<file path="config.mk">
export PLATFORM = sky130hd
export DESIGN_NAME = regfile_mp_sb_flat
export DESIGN_NICKNAME = d
export VERILOG_FILES = /design/src/rtl/regfile_mp_sb_pkg.sv /design/src/rtl/regfile_mp_sb_if.sv /design/src/rtl/regfile_mp_sb_clear_seq.sv /design/src/rtl/regfile_mp_sb.sv /design/src/flat_wrapper.sv
export SDC_FILE = /design/constraint.sdc
export NUM_CORES = 1
export LEC_CHECK = 0
export BUFFER_PORTS_ARGS = -buffer_cell sky130_fd_sc_hd__buf_4
export CORE_MARGIN = 2
export CORE_UTILIZATION = 50
export CTS_BUF_LIST = sky130_fd_sc_hd__clkbuf_16
export CTS_CLUSTER_DIAMETER = 80
export DETAILED_ROUTE_END_ITERATION = 10
export PLACE_DENSITY = 0.75
export SYNTH_ARGS = -nofsm -noshare
export SYNTH_HDL_FRONTEND = slang
export SYNTH_SLANG_ARGS = --single-unit
</file>
<file path="constraint.sdc">
create_clock -name clk -period 1.66 [get_ports clk]
set_input_delay 0.166 -clock clk [delete_from_list [all_inputs] [get_ports clk]]
set_output_delay 0.166 -clock clk [all_outputs]
set_load 0.01 [all_outputs]
</file>
<file path="src/rtl/regfile_mp_sb_pkg.sv">
// Shared types and defaults for the multi-port register file with busy scoreboard.
package regfile_pkg;

  localparam int unsigned DefDataW = 12;
  localparam int unsigned DefDepth = 4;
  localparam int unsigned DefNumRd = 2;

  typedef enum logic [1:0] {CLR_IDLE, CLR_RUN, CLR_DONE} clr_state_t;

  // An address is live if it names a real entry that is not the hardwired zero register.
  function automatic logic addr_live(int unsigned addr, int unsigned depth, logic zero_reg);
    return (addr < depth) && !(zero_reg && (addr == 0));
  endfunction

endpackage

</file>
<file path="src/rtl/regfile_mp_sb_if.sv">
// Decode/writeback-facing bus of the register file: write, issue, read ports and clear control.
interface regfile_mp_sb_if
  import regfile_pkg::*;
#(
  parameter int unsigned DATA_W = DefDataW,
  parameter int unsigned DEPTH  = DefDepth,
  parameter int unsigned NUM_RD = DefNumRd
);
  localparam int unsigned AW = $clog2(DEPTH);

  logic                           we;
  logic [AW-1:0]                  waddr;
  logic [DATA_W-1:0]              wdata;
  logic [NUM_RD-1:0][AW-1:0]      raddr;
  logic [NUM_RD-1:0][DATA_W-1:0]  rdata;
  logic [NUM_RD-1:0]              rd_busy;
  logic                           issue_en;
  logic [AW-1:0]                  issue_rd;
  logic                           clr_req;
  logic                           clr_busy;
  logic                           clr_done;

  modport master (
    output we, waddr, wdata, raddr, issue_en, issue_rd, clr_req,
    input  rdata, rd_busy, clr_busy, clr_done
  );

  modport slave (
    input  we, waddr, wdata, raddr, issue_en, issue_rd, clr_req,
    output rdata, rd_busy, clr_busy, clr_done
  );

endinterface

</file>
<file path="src/rtl/regfile_mp_sb_clear_seq.sv">
// Clear sequencer: walks every entry once, then pulses clr_done for a single cycle.
module regfile_clear_seq
  import regfile_pkg::*;
#(
  parameter int unsigned DEPTH = DefDepth,
  localparam int unsigned AW   = $clog2(DEPTH)
) (
  input  logic          clk,
  input  logic          reset,
  input  logic          clr_req,
  output logic          clr_en,
  output logic [AW-1:0] clr_ptr,
  output logic          clr_busy,
  output logic          clr_done
);

  localparam logic [AW-1:0] LastPtr = AW'(DEPTH - 1);

  clr_state_t    state_q, state_d;
  logic [AW-1:0] ptr_q, ptr_d;

  always_ff @(posedge clk or posedge reset) begin
    if (reset) begin
      state_q <= CLR_IDLE;
      ptr_q   <= '0;
    end else begin
      state_q <= state_d;
      ptr_q   <= ptr_d;
    end
  end

  always_comb begin
    state_d = state_q;
    ptr_d   = ptr_q;
    clr_en  = 1'b0;
    case (state_q)
      CLR_IDLE: begin
        if (clr_req) begin
          state_d = CLR_RUN;
          ptr_d   = '0;
        end
      end
      CLR_RUN: begin
        clr_en = 1'b1;
        if (ptr_q == LastPtr) begin
          state_d = CLR_DONE;
        end else begin
          ptr_d = ptr_q + 1'b1;
        end
      end
      CLR_DONE: state_d = CLR_IDLE;
      default:  state_d = CLR_IDLE;
    endcase
  end

  assign clr_ptr  = ptr_q;
  assign clr_busy = (state_q != CLR_IDLE);
  assign clr_done = (state_q == CLR_DONE);

endmodule

</file>
<file path="src/rtl/regfile_mp_sb.sv">
// Multi-read-port register file with per-entry busy scoreboard and clear sequencer.
// Define REGFILE_BYPASS_EN to forward same-cycle write data to matching read ports.
module regfile_mp_sb
  import regfile_pkg::*;
#(
  parameter int unsigned DATA_W   = DefDataW,
  parameter int unsigned DEPTH    = DefDepth,
  parameter int unsigned NUM_RD   = DefNumRd,
  parameter int unsigned ZERO_REG = 0
) (
  input logic            clk,
  input logic            reset,
  regfile_mp_sb_if.slave bus
);

  localparam int unsigned AW = $clog2(DEPTH);
  localparam logic        Zr = (ZERO_REG != 0);

  logic [DATA_W-1:0] mem_q [DEPTH];
  logic [DATA_W-1:0] mem_d [DEPTH];
  logic [DEPTH-1:0]  busy_q, busy_d;

  logic          clr_en, clr_busy, clr_done;
  logic [AW-1:0] clr_ptr;
  logic          wr_ok, iss_ok;

  regfile_clear_seq #(
    .DEPTH (DEPTH)
  ) u_clear_seq (
    .clk      (clk),
    .reset    (reset),
    .clr_req  (bus.clr_req),
    .clr_en   (clr_en),
    .clr_ptr  (clr_ptr),
    .clr_busy (clr_busy),
    .clr_done (clr_done)
  );

  assign wr_ok  = bus.we && !clr_busy && addr_live(32'(bus.waddr), DEPTH, Zr);
  assign iss_ok = bus.issue_en && !clr_busy && addr_live(32'(bus.issue_rd), DEPTH, Zr);

  // Issue is applied after the write so a same-cycle new producer leaves the entry busy.
  always_comb begin
    mem_d  = mem_q;
    busy_d = busy_q;
    if (clr_en) begin
      mem_d[clr_ptr]  = '0;
      busy_d[clr_ptr] = 1'b0;
    end else begin
      if (wr_ok) begin
        mem_d[bus.waddr]  = bus.wdata;
        busy_d[bus.waddr] = 1'b0;
      end
      if (iss_ok) begin
        busy_d[bus.issue_rd] = 1'b1;
      end
    end
  end

  always_ff @(posedge clk or posedge reset) begin
    if (reset) begin
      for (int i = 0; i < int'(DEPTH); i++) begin
        mem_q[i] <= '0;
      end
      busy_q <= '0;
    end else begin
      mem_q  <= mem_d;
      busy_q <= busy_d;
    end
  end

  always_comb begin
    for (int i = 0; i < int'(NUM_RD); i++) begin
      bus.rdata[i]   = '0;
      bus.rd_busy[i] = 1'b0;
      if (addr_live(32'(bus.raddr[i]), DEPTH, Zr)) begin
        bus.rdata[i]   = mem_q[bus.raddr[i]];
        bus.rd_busy[i] = busy_q[bus.raddr[i]];
`ifdef REGFILE_BYPASS_EN
        if (wr_ok && (bus.waddr == bus.raddr[i])) begin
          bus.rdata[i]   = bus.wdata;
          bus.rd_busy[i] = 1'b0;
        end
`else
`endif
      end
    end
  end

  assign bus.clr_busy = clr_busy;
  assign bus.clr_done = clr_done;

endmodule

</file>
<file path="src/flat_wrapper.sv">
// flat-port wrapper written by rule: the top's interface ports become plain ports
module regfile_mp_sb_flat import regfile_pkg::*;
#(
  parameter int unsigned DATA_W   = DefDataW,
  parameter int unsigned DEPTH    = DefDepth,
  parameter int unsigned NUM_RD   = DefNumRd,
  parameter int unsigned ZERO_REG = 0
)
  (clk, reset, bus_we, bus_waddr, bus_wdata, bus_raddr, bus_issue_en, bus_issue_rd, bus_clr_req, bus_rdata, bus_rd_busy, bus_clr_busy, bus_clr_done);
  regfile_mp_sb_if #(.DATA_W(DATA_W), .DEPTH(DEPTH), .NUM_RD(NUM_RD)) bus_i ();
  input logic clk;
  input logic reset;
  input wire logic [$bits(bus_i.we)-1:0] bus_we;
  input wire logic [$bits(bus_i.waddr)-1:0] bus_waddr;
  input wire logic [$bits(bus_i.wdata)-1:0] bus_wdata;
  input wire logic [$bits(bus_i.raddr)-1:0] bus_raddr;
  input wire logic [$bits(bus_i.issue_en)-1:0] bus_issue_en;
  input wire logic [$bits(bus_i.issue_rd)-1:0] bus_issue_rd;
  input wire logic [$bits(bus_i.clr_req)-1:0] bus_clr_req;
  output wire logic [$bits(bus_i.rdata)-1:0] bus_rdata;
  output wire logic [$bits(bus_i.rd_busy)-1:0] bus_rd_busy;
  output wire logic [$bits(bus_i.clr_busy)-1:0] bus_clr_busy;
  output wire logic [$bits(bus_i.clr_done)-1:0] bus_clr_done;
  assign bus_i.we = bus_we;
  assign bus_i.waddr = bus_waddr;
  assign bus_i.wdata = bus_wdata;
  assign bus_i.raddr = bus_raddr;
  assign bus_i.issue_en = bus_issue_en;
  assign bus_i.issue_rd = bus_issue_rd;
  assign bus_i.clr_req = bus_clr_req;
  assign bus_rdata = bus_i.rdata;
  assign bus_rd_busy = bus_i.rd_busy;
  assign bus_clr_busy = bus_i.clr_busy;
  assign bus_clr_done = bus_i.clr_done;
  regfile_mp_sb #(.DATA_W(DATA_W), .DEPTH(DEPTH), .NUM_RD(NUM_RD), .ZERO_REG(ZERO_REG)) u_core (.clk(clk), .reset(reset), .bus(bus_i));
endmodule
</file>
Word level (Yosys, flattened, before mapping)
Cells that the tools add are included.
- bits of input ports: 25
- word-level logic and storage cells: 87
- flip-flop bits (word level): 56
- output and inout port bits: 28
- add/sub/neg operators: 1
- equal/unequal tests: 6
- order comparisons: 14
- multiplexer cells: 34
- bitwise gates (word level): 11
- reduce and logical (&&, ||, !) cells: 14
- operator list (cell ; number):
    48-bit 2-to-1 mux ; 2
    12-bit 2-to-1 mux ; 6
    48-bit AND ; 1
    12-bit binary-select mux with 2-bit select ; 2
    48-bit bitwise mux ; 1
    12-bit demux with 2-bit select ; 2
    48-bit NOT ; 1
    4-bit 2-to-1 mux ; 4
    2-bit by 3-bit < comparator with 1-bit output (second input constant) ; 5
    3-bit greater-or-equal comparator (second input constant) ; 4
    2-bit NOT with 3-bit output ; 4
    4-bit AND ; 2
    2-bit 2-to-1 mux ; 4
    4-bit NOT ; 2
    2-bit one-hot mux with 2 select lines ; 2
    1-bit logical AND ; 7
    1-bit demux with 2-bit select ; 3
    2-bit by 1-bit greater-or-equal comparator with 1-bit output (second input constant) ; 3
    3-bit by 1-bit < comparator with 1-bit output (second input constant) ; 2
    1-bit 2-to-1 mux ; 6
    2-bit != test (second input constant) ; 3
    2-bit nonzero test ; 3
    1-bit binary-select mux with 2-bit select ; 2
    2-bit == test (second input constant) ; 2
    7 further kinds ; 7

Longest topological paths before layout
Gate-level depths: netlist (run 1).
- depth after elaboration: 11
- gate-level depth with buffers: 6
- gate-level depth less buffers: 5

Cells and area by module
Synthesis (run 1) repeated with hierarchy kept, for this count alone.
- cells, all modules: 238
- area, all modules: 3046.7 sq um
- by module, submodules not included (module ; cells each ; seq. area each (sq um) ; times used ; area each (sq um)):
    regfile_mp_sb ; 220 ; 1301.2 ; 1 ; 2837.7
    regfile_clear_seq ; 18 ; 100.1 ; 1 ; 209.0

Least setup slack after synthesis (run 1)
Ideal clock, no wire load.
- kind: flip-flop to flip-flop
- start point: reg u_core.u_clear_seq.state_q[0]
- end point: reg u_core.mem_q[36] (netlist bit)
- arrival time: 1.416 ns
- stages on the path, launching flop included: 5
- library setup time: 0.121 ns
- period minus slack after synthesis: 1.537 ns
- buffers on the path: 1
- data required time: 1.539 ns
- slack: 0.123 ns
- path through: dfrtp_1 -> or4b_4 -> a21o_1 -> buf_6 -> a22o_1
- longest elaborated chain between the ends: 4
- elaborated cells on any way between the ends: 7
- classes of those cells: 1 x eq/ne; 2 x mux; 4 x reduce/logical
- RTL lines (what ; RTL line ; text):
    from (decl) ; regfile_mp_sb_clear_seq.sv:19 ; clr_state_t state_q, state_d;
    from (signal assigned) ; regfile_mp_sb_clear_seq.sv:27 ; state_q <= state_d;
    2-bit nonzero test ; regfile_mp_sb_clear_seq.sv:57 ; assign clr_busy = (state_q != CLR_IDLE);
    1-bit logical NOT ; regfile_mp_sb.sv:39 ; assign wr_ok = bus.we && !clr_busy && addr_live(32'(bus.waddr), DEPTH, Zr);
    1-bit logical AND ; regfile_mp_sb.sv:39 ;
    2-bit nonzero test (no source line) ; -- ;
    to (signal assigned) ; regfile_mp_sb.sv:67 ; mem_q <= mem_d;
    to (decl) ; regfile_mp_sb.sv:19 ; logic [DATA_W-1:0] mem_q [DEPTH];
Several ways; a longest one is shown, not always the timed one.
A chain may end at the register's enable or synchronous reset.

Worst setup path in the final report (run 1)
- start point: reg u_core.u_clear_seq.state_q[0]
- end point: reg u_core.mem_q[45] (netlist bit)
Same word-level chain as after synthesis.

==> flow_summary.json, run 1 <==
{
  "floorplan.initialDensity": 0.5137,
  "worstMarginPinSlew_ps": 568.0,
  "dieArea_um2": 6202,
  "drt_iter0_markers": 74,
  "clkTransAtPathRegs_ps": 70,
  "ir_worst_vdd_mv": 0.8876,
  "grtUsageMet3": 0.03864,
  "wirelength_um": 6589,
  "ys_ff_latch": 56,
  "num_antenna_cells": 0,
  "place.gp.congestion": 0.7411,
  "required_ps": 1840,
  "nNetsFinal": 271,
  "grt_antenna_before_repair": 0,
  "outcome": "finished, final reports clean",
  "h-tree-depth": 2,
  "synth-seq-area-share": 0.5016,
  "grt_max_degree": 36,
  "synth_cell_types": 24,
  "finalCriticalPeriod_ps": 1565,
  "grt_overflow_total": 0,
  "drcViolationCount": 0,
  "dr.pass1.iters": 4,
  "drive_gt1_frac": 0.4280,
  "crit_fanout": 13,
  "die_y_um": 78.75,
  "crit_family": "compound AO/OA/AOI/OAI gates",
  "met1_usage": 0.3233,
  "area_delta_synth_final_pct": 24.59,
  "synth_top_area_cell": "dfrtp_1",
  "power.total_w": 0.005809,
  "cts_buffers": 5,
  "worstSetupStartpointType": "register",
  "rrSetupSlack_ps": 100,
  "power.density_nw_per_um2": 1669,
  "hold_violations": 0,
  "root_buffer": "clkbuf_16",
  "critPathBufInv": 0,
  "ioPinCount": 53,
  "max_stage_delay_ps": 480,
  "totalNegativeSetupSlack_ps": 0,
  "syn-num-nets": 216,
  "min_period_over_period": 0.9425,
  "io_buffers": 52,
  "vias": 1953,
  "cp_slowest_cell": "or4b_4",
  "worstSetupEndpointType": "register",
  "insertion_delay_ps": 290,
  "yosysWarnings": 0,
  "ys_top_cells_by_area": "dfrtp_1 50%, mux4_2 21%, a22o_1 15%",
  "slew-limit-headroom": 0.6213,
  "synthCells": 187,
  "clock_skew_ps": 4.161,
  "avgViaCountPerCell": 6.200,
  "grt_pass1_wl_um": 10430,
  "p_leak_nw": 1.658,
  "grt.total_usage": 0.2280,
  "hpwl_um": 4401,
  "setup_violations": 0,
  "cts_buffer_depth": 2,
  "synth_area_per_cell_um2": 14.94,
  "cts_sinks": 56,
  "fmax_mhz": 639.2,
  "use_met2": 0.3744,
  "avgRoutedWirePerCell_um": 20.92,
  "synth.top_cell.area_share": 0.5016,
  "synth_area_um2": 2794,
  "die_w_um": 78.75,
  "crit_chain": "or4b_4 > a21o_2 > a22o_2",
  "critPathKind": "register to register",
  "grt_pass1_vias": 1941,
  "hold_class": "input port to register",
  "core_um2": 5439,
  "rows": 27,
  "slew_viol_final": 0,
  "busiest_layer": "met2",
  "worstPathArrival_ps": 1740,
  "rsz0062_at_grt": "false",
  "cap_violations": 0,
  "antenna_left": 0,
  "cts_tree": "done"
}
flip-flops by register name (all words and copies together), names as in the netlist:
| register | flops |
|---|---|
| u_core.mem_q | 48 |
| u_core.u_clear_seq.state_q | 2 |
| u_core.busy_q | 4 |
| u_core.u_clear_seq.clr_ptr | 2 |
routing by layer:
metal	routed length, µm	up-vias
met3	370	5
met1	2891	1007
met5	0	-
met4	64	0
li1	-	876
met2	3263	65
cell usage in the layout, fill, tap and decap left out:
master         count
nand4bb_1          2
ha_1               4
o2bb2ai_1          2
mux2i_1            1
a22o_1            49
clkbuf_16          5
mux2_2             1
nand3_1            1
a21o_1             3
buf_4             59
nor2b_1            1
a21o_2             1
dlygate4sd3_1      1
or4b_4             1
dfrtp_1           56
inv_1              6
a22o_2             4
inv_2              1
mux4_2            26
and4b_2            1
and4_2             1
nand4b_1           1
buf_12             2
nor4b_1            1
bufinv_16          1
nor2_1             6
o21bai_1           1
nand2_1            4
inv_6              1
what timing repair did:
item	4_1_cts	5_1_grt
gates resized for setup	0	1
setup endpoints to repair	0	2
hold buffers	1	0
hold endpoints to repair	21	0
buffers inserted	0	0
power breakdown:
group / leakage (nW) / switching [W] / internal [W]
sequential: 0.754 / 0.000431 / 0.00189
combinational: 0.818 / 0.000971 / 0.00132
clock: 0.0856 / 0.000483 / 0.000713
cells in the mapped netlist:
cell and n:
dfrtp_1 56, a22o_1 49, mux4_2 26, clkbuf_1 9, inv_1 6, nor2_1 6, a21o_1 4, a22o_2 4
buf_2 4, ha_1 4, nand2_1 4, nand4bb_1 2, o2bb2ai_1 2, and4_2 1, and4b_2 1, buf_6 1
mux2_2 1, mux2i_1 1, nand3_1 1, nand4b_1 1, nor2b_1 1, nor4b_1 1, o21bai_1 1, or4b_4 1
final cells by class:
type / count / area [µm²]
clock inverters: 3 / 42.54
repair buffers: 62 / 493.0
well taps: 72 / 90.09
clock buffers: 5 / 125.1
flip-flops and latches: 56 / 1401
multi-input cells: 111 / 1306
fillers: 427 / 1958
inverters: 6 / 22.52
cells by family (layout without fill, tap and decap cells):
kind of cell               count (synthesis)  count (layout)  synth area share
AOI/OAI and AO/OA                         60              60            0.1876
DFF                                       56              56            0.5016
muxes                                     28              28            0.2172
buffers and inverters                     20              76           0.03135
and+or+nand+nor                           19              19           0.04433
adders and majority gates                  4               4           0.01791
stage by stage:
step,instance area (µm²),utilization,hold slack [ps],worst slack (ps),instances
after floorplan,2794,-,248.5,122.7,187
after detailed placement,3302,0.6071,219.1,38.29,306
after global routing,3481,0.6400,82.07,12.63,315
after global placement,3302,0.6071,216.5,63.11,306
after CTS,3480,0.6398,66.46,29.36,315
final,3481,0.6400,75.38,95.45,315
worst paths after layout:
kind / startpoint / to / cells past startpoint
min in group asynchronous: reset / u_core.mem_q[7] / 3
setup reg to reg: u_core.u_clear_seq.state_q[0] / u_core.mem_q[45] / 3
hold reg to reg: u_core.busy_q[3] / u_core.busy_q[3] / 1
max in group asynchronous: reset / u_core.mem_q[4] / 4
setup / recovery: u_core.u_clear_seq.state_q[0] / u_core.mem_q[45] / 3
hold / removal: bus_issue_rd[1] / u_core.busy_q[1] / 2
worst reg2reg max path: stages, from the launching register on:
cell     delay, ps
dfrtp_1        380
or4b_4         480
a21o_2         310
a22o_2         290
Power figures use the tool's default switching activity.
==> run 2: changes to the inputs <==
--- a/config.mk
+++ b/config.mk
@@ -5,13 +5,14 @@
 export SDC_FILE = /design/constraint.sdc
 export NUM_CORES = 1
 export LEC_CHECK = 0
-export BUFFER_PORTS_ARGS = -buffer_cell sky130_fd_sc_hd__buf_4
 export CORE_MARGIN = 2
-export CORE_UTILIZATION = 50
+export CORE_UTILIZATION = 60
 export CTS_BUF_LIST = sky130_fd_sc_hd__clkbuf_16
 export CTS_CLUSTER_DIAMETER = 80
 export DETAILED_ROUTE_END_ITERATION = 10
+export DONT_BUFFER_PORTS = 1
 export PLACE_DENSITY = 0.75
+export REMOVE_ABC_BUFFERS = 1
 export SYNTH_ARGS = -nofsm -noshare
 export SYNTH_HDL_FRONTEND = slang
 export SYNTH_SLANG_ARGS = --single-unit
==> constraint.sdc (replaced) <==
create_clock -name clk -period 1.84 [get_ports clk]
set_input_delay 0.184 -clock clk [delete_from_list [all_inputs] [get_ports clk]]
set_output_delay 0.184 -clock clk [all_outputs]
set_load 0.01 [all_outputs]
==> run 2 against run 1 <==
Global-route usage grew 4.9 points. Critical endpoint is now u_core.mem_q[46]. Cell count fell by 24%. Worst setup slack improved by 45 ps. Clock skew decreased by 1.6 ps. Core utilization up 4.2 points. Cell area decreased by 14%. Register-to-register slack improved by 40 ps.
==> flow_summary.json, run 2 (synthesis gave the netlist of run 1 again) <==
{
  "cts_buffer_depth": 2,
  "rows": 24,
  "core_um2": 4414,
  "reg.largest.list": "u_core.mem_q x48, u_core.busy_q x4",
  "drcViolationCount": 0,
  "drive_gt1_frac": 0.2553,
  "top_register": "u_core.mem_q",
  "design_area_um2": 3010,
  "grt_antenna_before_repair": 0,
  "avgViaCountPerCell": 7.796,
  "insertion_delay_ps": 290,
  "power_switching_w": 0.001664,
  "crit_chain": "or4b_4 > a21o_1 > a22o_2",
  "h-tree-depth": 2,
  "swShare": 0.3521,
  "wl_met1_um": 2557,
  "die_y_um": 72.24,
  "combPwrFrac": 0.350,
  "fillers": 324,
  "vias": 1871,
  "avgRoutedWirePerCell_um": 27.87,
  "cts_tree": "done",
  "layout_commonest_cell": "dfrtp_1",
  "p_seq_frac": 0.448,
  "cts_sinks": 56,
  "worstPathArrival_ps": 1890,
  "hold_class": "input port to register",
  "required_ps": 2030,
  "die_w_um": 72.24,
  "power.density_nw_per_um2": 1570,
  "fmax_mhz": 588.2,
  "dr.pass1.iters": 4,
  "place_area_um2": 2844,
  "finalCriticalPeriod_ps": 1700,
  "place.gp.congestion": 0.8456,
  "cts_resized": 0,
  "p_leak_nw": 1.360,
  "dr_wl_met3_um": 683,
  "hpwl_um": 4222,
  "outcome": "finished, final reports clean",
  "cts_buffers": 5,
  "floorplan.initialDensity": 0.6329,
  "cp_slowest_cell": "or4b_4",
  "grt_max_degree": 33,
  "ioPinCount": 53,
  "routed.top_layer": "met4",
  "cp.depth": 3,
  "reg2regPathDepth": 3,
  "grt_pass1_vias": 1965,
  "max_stage_delay_ps": 490,
  "root_buffer": "clkbuf_16",
  "grt.total_usage": 0.2772,
  "slew_viol_final": 0,
  "worstSetupStartpointType": "register",
  "utilization": 0.6820,
  "ir_worst_vdd_mv": 0.9322,
  "crit_family": "compound AO/OA/AOI/OAI gates",
  "fin_hold_ws_ps": 16.27,
  "hold_violations": 0,
  "layout_common_cells": "56 x dfrtp_1, 49 x a22o_1, 26 x mux4_2, 6 x nor2_1",
  "drt_iter0_markers": 189,
  "rsz0062_at_grt": "false",
  "worstSetupEndpointType": "register",
  "worstMarginPinSlew_ps": 609.5,
  "crit_fanout": 13,
  "totalNegativeSetupSlack_ps": 0,
  "setup_violations": 0,
  "p_clk_frac": 0.202,
  "clkTransAtPathRegs_ps": 70,
  "dr_wl_met2_um": 3346,
  "dieArea_um2": 5219,
  "largest_reg_flops": 48,
  "grt_overflow_total": 0,
  "antenna_left": 0,
  "min_period_over_period": 0.9239,
  "clock_skew_ps": 2.605,
  "cap_violations": 0,
  "grt_pass1_wl_um": 10560,
  "internal_power_w": 0.003062,
  "io_buffers": 0,
  "critPathKind": "register to register",
  "slew-limit-headroom": 0.5937,
  "wirelength_um": 6689,
  "num_antenna_cells": 0,
  "area_delta_synth_final_pct": 7.748,
  "hold_depth": 1,
  "nNetsFinal": 216,
  "critPathBufInv": 0
}
[run 2: per-layer routing]
layer,vias to the layer above,track usage
li1,755,-
met1,983,0.3815
met2,123,0.4292
met3,10,0.07500
met4,0,0.1048
met5,-,0
[run 2: worst register-to-register path: cells and delay by family (launching register included)]
family	cells	cell delay (ps)
flip-flops	1	380
AND/OR/NAND/NOR	1	490
AO/OA/AOI/OAI	2	720
[run 2: what timing repair did]
item / 4_1_cts / 5_1_grt
setup buffers: 0 / 0
hold buffers: 2 / 0
hold endpoints to repair: 25 / 0
[run 2: path summary, 6_finish.rpt]
kind	startpoint	endpoint	slack, ps
worst max-delay path	u_core.u_clear_seq.state_q[0]	u_core.mem_q[46]	140
worst min-delay path	bus_wdata[8]	u_core.mem_q[44]	20
worst max register to register	u_core.u_clear_seq.state_q[0]	u_core.mem_q[46]	140
worst min register to register	u_core.busy_q[1]	u_core.busy_q[1]	530
max in group asynchronous	reset	u_core.mem_q[3]	900
min in group asynchronous	reset	u_core.u_clear_seq.clr_ptr[0]	400
[run 2: area by class of cell]
type                       count  area [µm²]  area share
sequential                    56        1401      0.4655
inverter                       6       22.52    0.007481
clock buffer                   5       125.1     0.04156
clock inverter                 3       21.27    0.007066
multi-input combinational    111        1305      0.4335
timing repair buffer           7       70.07     0.02328
tap                           52       65.06     0.02161
[run 2: per-stage QoR]
step	cells	worst slack, ps	total power [W]
4_1_cts	240	155.0	0.004713
2_1_floorplan	173	142.0	0.003285
3_5_place_dp	230	156.5	0.003748
5_1_grt	240	89.04	0.004959
3_3_place_gp	230	187.9	0.003620
6_report	240	140.0	0.004727
[run 2: power by group through the flow]
stage / registers, W / logic [W] / clock network (W)
after detailed placement: 0.00211 / 0.00164 / 0
after CTS: 0.00210 / 0.00166 / 0.000956
final: 0.00212 / 0.00165 / 0.000955
after global placement: 0.00204 / 0.00158 / 0
after global routing: 0.00217 / 0.00177 / 0.00102
after floorplan: 0.00200 / 0.00129 / 0
==> run 3: changes to the inputs <==
--- a/config.mk
+++ b/config.mk
@@ -5,9 +5,9 @@
 export SDC_FILE = /design/constraint.sdc
 export NUM_CORES = 1
 export LEC_CHECK = 0
+export CAP_MARGIN = 0
 export CORE_MARGIN = 2
 export CORE_UTILIZATION = 60
-export CTS_BUF_LIST = sky130_fd_sc_hd__clkbuf_16
 export CTS_CLUSTER_DIAMETER = 80
 export DETAILED_ROUTE_END_ITERATION = 10
 export DONT_BUFFER_PORTS = 1
==> constraint.sdc (replaced) <==
create_clock -name clk -period 1.6 [get_ports clk]
set_input_delay 0.16 -clock clk [delete_from_list [all_inputs] [get_ports clk]]
set_output_delay 0.16 -clock clk [all_outputs]
set_load 0.01 [all_outputs]
==> run 3 against run 2 <==
The run now ends with negative hold slack left. Worst hold slack worse by 19 ps. Worst setup slack worse by 120 ps. Via count up 2.9%. Core utilization up 3.5 points. Maximum frequency up 7.8%. Critical path depth unchanged. Power up 12%. Cell count up 8.3%. Die area unchanged. Clock skew up 4.9 ps. Wire length up 1.8%. Critical path type unchanged. Highest routed layer unchanged.
==> flow_summary.json, run 3 (synthesis gave the netlist of run 1 again) <==
{
  "grt_max_degree": 25,
  "totalNegativeSetupSlack_ps": 0,
  "grt.total_usage": 0.2872,
  "cts_setup_buffers": 0,
  "wirelength_um": 6810,
  "h-tree-depth": 2,
  "layout_commonest_cell": "dfrtp_1",
  "cts_sinks": 56,
  "drt_iter0_markers": 195,
  "finalCriticalPeriod_ps": 1577,
  "rows": 24,
  "dieArea_um2": 5219,
  "hpwl_um": 4414,
  "slew_viol_final": 0,
  "worstSetupStartpointType": "register",
  "io_buffers": 0,
  "antenna_left": 0,
  "reg.largest.list": "u_core.mem_q x48, u_core.busy_q x4",
  "top_register": "u_core.mem_q",
  "regArea_um2": 1401,
  "hold_class": "input port to register",
  "nNetsFinal": 236,
  "violations": "negative hold slack",
  "fillers": 295,
  "holdCritStartpoint": "bus_wdata[0]",
  "ir_worst_vdd_mv": 0.9026,
  "setup_violations": 0,
  "num_antenna_cells": 0,
  "worstMarginPinSlew_ps": 486.1,
  "r2r-end": "u_core.mem_q[47]",
  "slew-limit-headroom": 0.6755,
  "reg2regPathDepth": 3,
  "fmax_mhz": 634.0,
  "grt_antenna_before_repair": 0,
  "grt_overflow_total": 0,
  "avgRoutedWirePerCell_um": 26.19,
  "cts_buffer_depth": 2,
  "power.density_nw_per_um2": 1674,
  "utilization": 0.7174,
  "insertion_delay_ps": 310,
  "hold_end": "u_core.mem_q[12]",
  "place.gp.congestion": 0.7990,
  "largest_reg_flops": 48,
  "critPathKind": "register to register",
  "drcViolationCount": 0,
  "worstPathArrival_ps": 1780,
  "min_period_over_period": 0.9858,
  "avgViaCountPerCell": 7.408,
  "required_ps": 1800,
  "grt_pass1_vias": 2064,
  "floorplan.initialDensity": 0.6329,
  "hold_violations": 1,
  "timing.rr.start": "u_core.u_clear_seq.state_q[0]",
  "fin_cells": 260,
  "clock_skew_ps": 7.533,
  "die_y_um": 72.24,
  "root_buffer": "clkbuf_8",
  "core_um2": 4414,
  "rsz0062_at_grt": "false",
  "power.total_w": 0.005301,
  "die_w_um": 72.24,
  "p_leak_nw": 1.427,
  "crit_fanout": 13,
  "hold_depth": 1,
  "grt_pass1_wl_um": 11090,
  "clkTransAtPathRegs_ps": 100,
  "vias": 1926,
  "cap_violations": 0,
  "cts_tree": "done",
  "rrSetupSlack_ps": 20,
  "multi_input_area_um2": 1316,
  "dr.pass1.iters": 4,
  "fin_hold_ws_ps": -2.776,
  "drive_gt1_frac": 0.2740,
  "cts_buffers": 5,
  "outcome": "complete, but fails checks",
  "ioPinCount": 53,
  "layout_common_cells": "56 x dfrtp_1, 49 x a22o_1, 26 x mux4_2, 15 x dlygate4sd3_1, 10 x buf_4",
  "dp.cells": 237,
  "area_delta_synth_final_pct": 13.35,
  "worstSetupEndpointType": "register"
}
[run 3: cell count changes in the layout (fill, tap and decap cells not counted), sizes merged]
| cell | before | now |
|---|---|---|
| buf | 5 | 12 |
| dlygate4sd3 | 2 | 15 |
[run 3: worst max path at each step]
| stage | from | end | cells past startpoint |
|---|---|---|---|
| 2_1_floorplan | u_core.u_clear_seq.state_q[0] | u_core.mem_q[45] | 3 |
| 3_3_place_gp | u_core.u_clear_seq.state_q[0] | u_core.mem_q[45] | 3 |
| 3_5_place_dp | u_core.u_clear_seq.state_q[0] | u_core.mem_q[45] | 3 |
| 4_1_cts | u_core.u_clear_seq.clr_ptr[1] | u_core.mem_q[31] | 5 |
| 5_1_grt | u_core.u_clear_seq.state_q[0] | u_core.mem_q[47] | 3 |
| 6_report | u_core.u_clear_seq.state_q[0] | u_core.mem_q[47] | 3 |
[run 3: final cells by class]
cell class | instances | area share
clock buffer | 5 | 0.02173
tap | 52 | 0.02055
timing repair buffer | 27 | 0.08376
inverter | 6 | 0.007112
sequential | 56 | 0.4425
clock inverter | 3 | 0.008692
multi-input combinational | 111 | 0.4156
[run 3: power breakdown]
part / switching [W] / leakage (nW) / internal (W)
registers: 0.000449 / 0.754 / 0.00196
logic: 0.000980 / 0.627 / 0.00111
clock network: 0.000487 / 0.0463 / 0.000322
total: 0.00192 / 1.43 / 0.00339
[run 3: timing repair]
item	in CTS	in global routing
hold buffers	14	1
gates cloned	0	0
pin swaps	0	0
endpoints found under the setup margin	13	13
gates resized for setup	2	2
endpoints found under the hold margin	67	1
[run 3: per-stage QoR]
step	cell area [µm²]	setup WS, ps	hold slack [ps]
finish	3167	22.75	-2.776
global route	3167	4.448	1.137
CTS	3153	24.51	0.3345
global placement	2909	-43.98	81.67
detailed placement	2909	-74.50	98.10
floorplan	2729	-98.03	242.5
[run 3: critical path: stages, from the launching register on]
cell     delay, ps
dfrtp_1        400
or4b_4         490
a21o_4         290
a22o_2         280
[run 3: per-layer routing]
layer	track usage	up-vias	share of wire
met5	0	-	0
met4	0.08805	0	0.0062
met3	0.04722	5	0.080
met2	0.4567	99	0.53
met1	0.4149	1026	0.39
li1	-	796	-
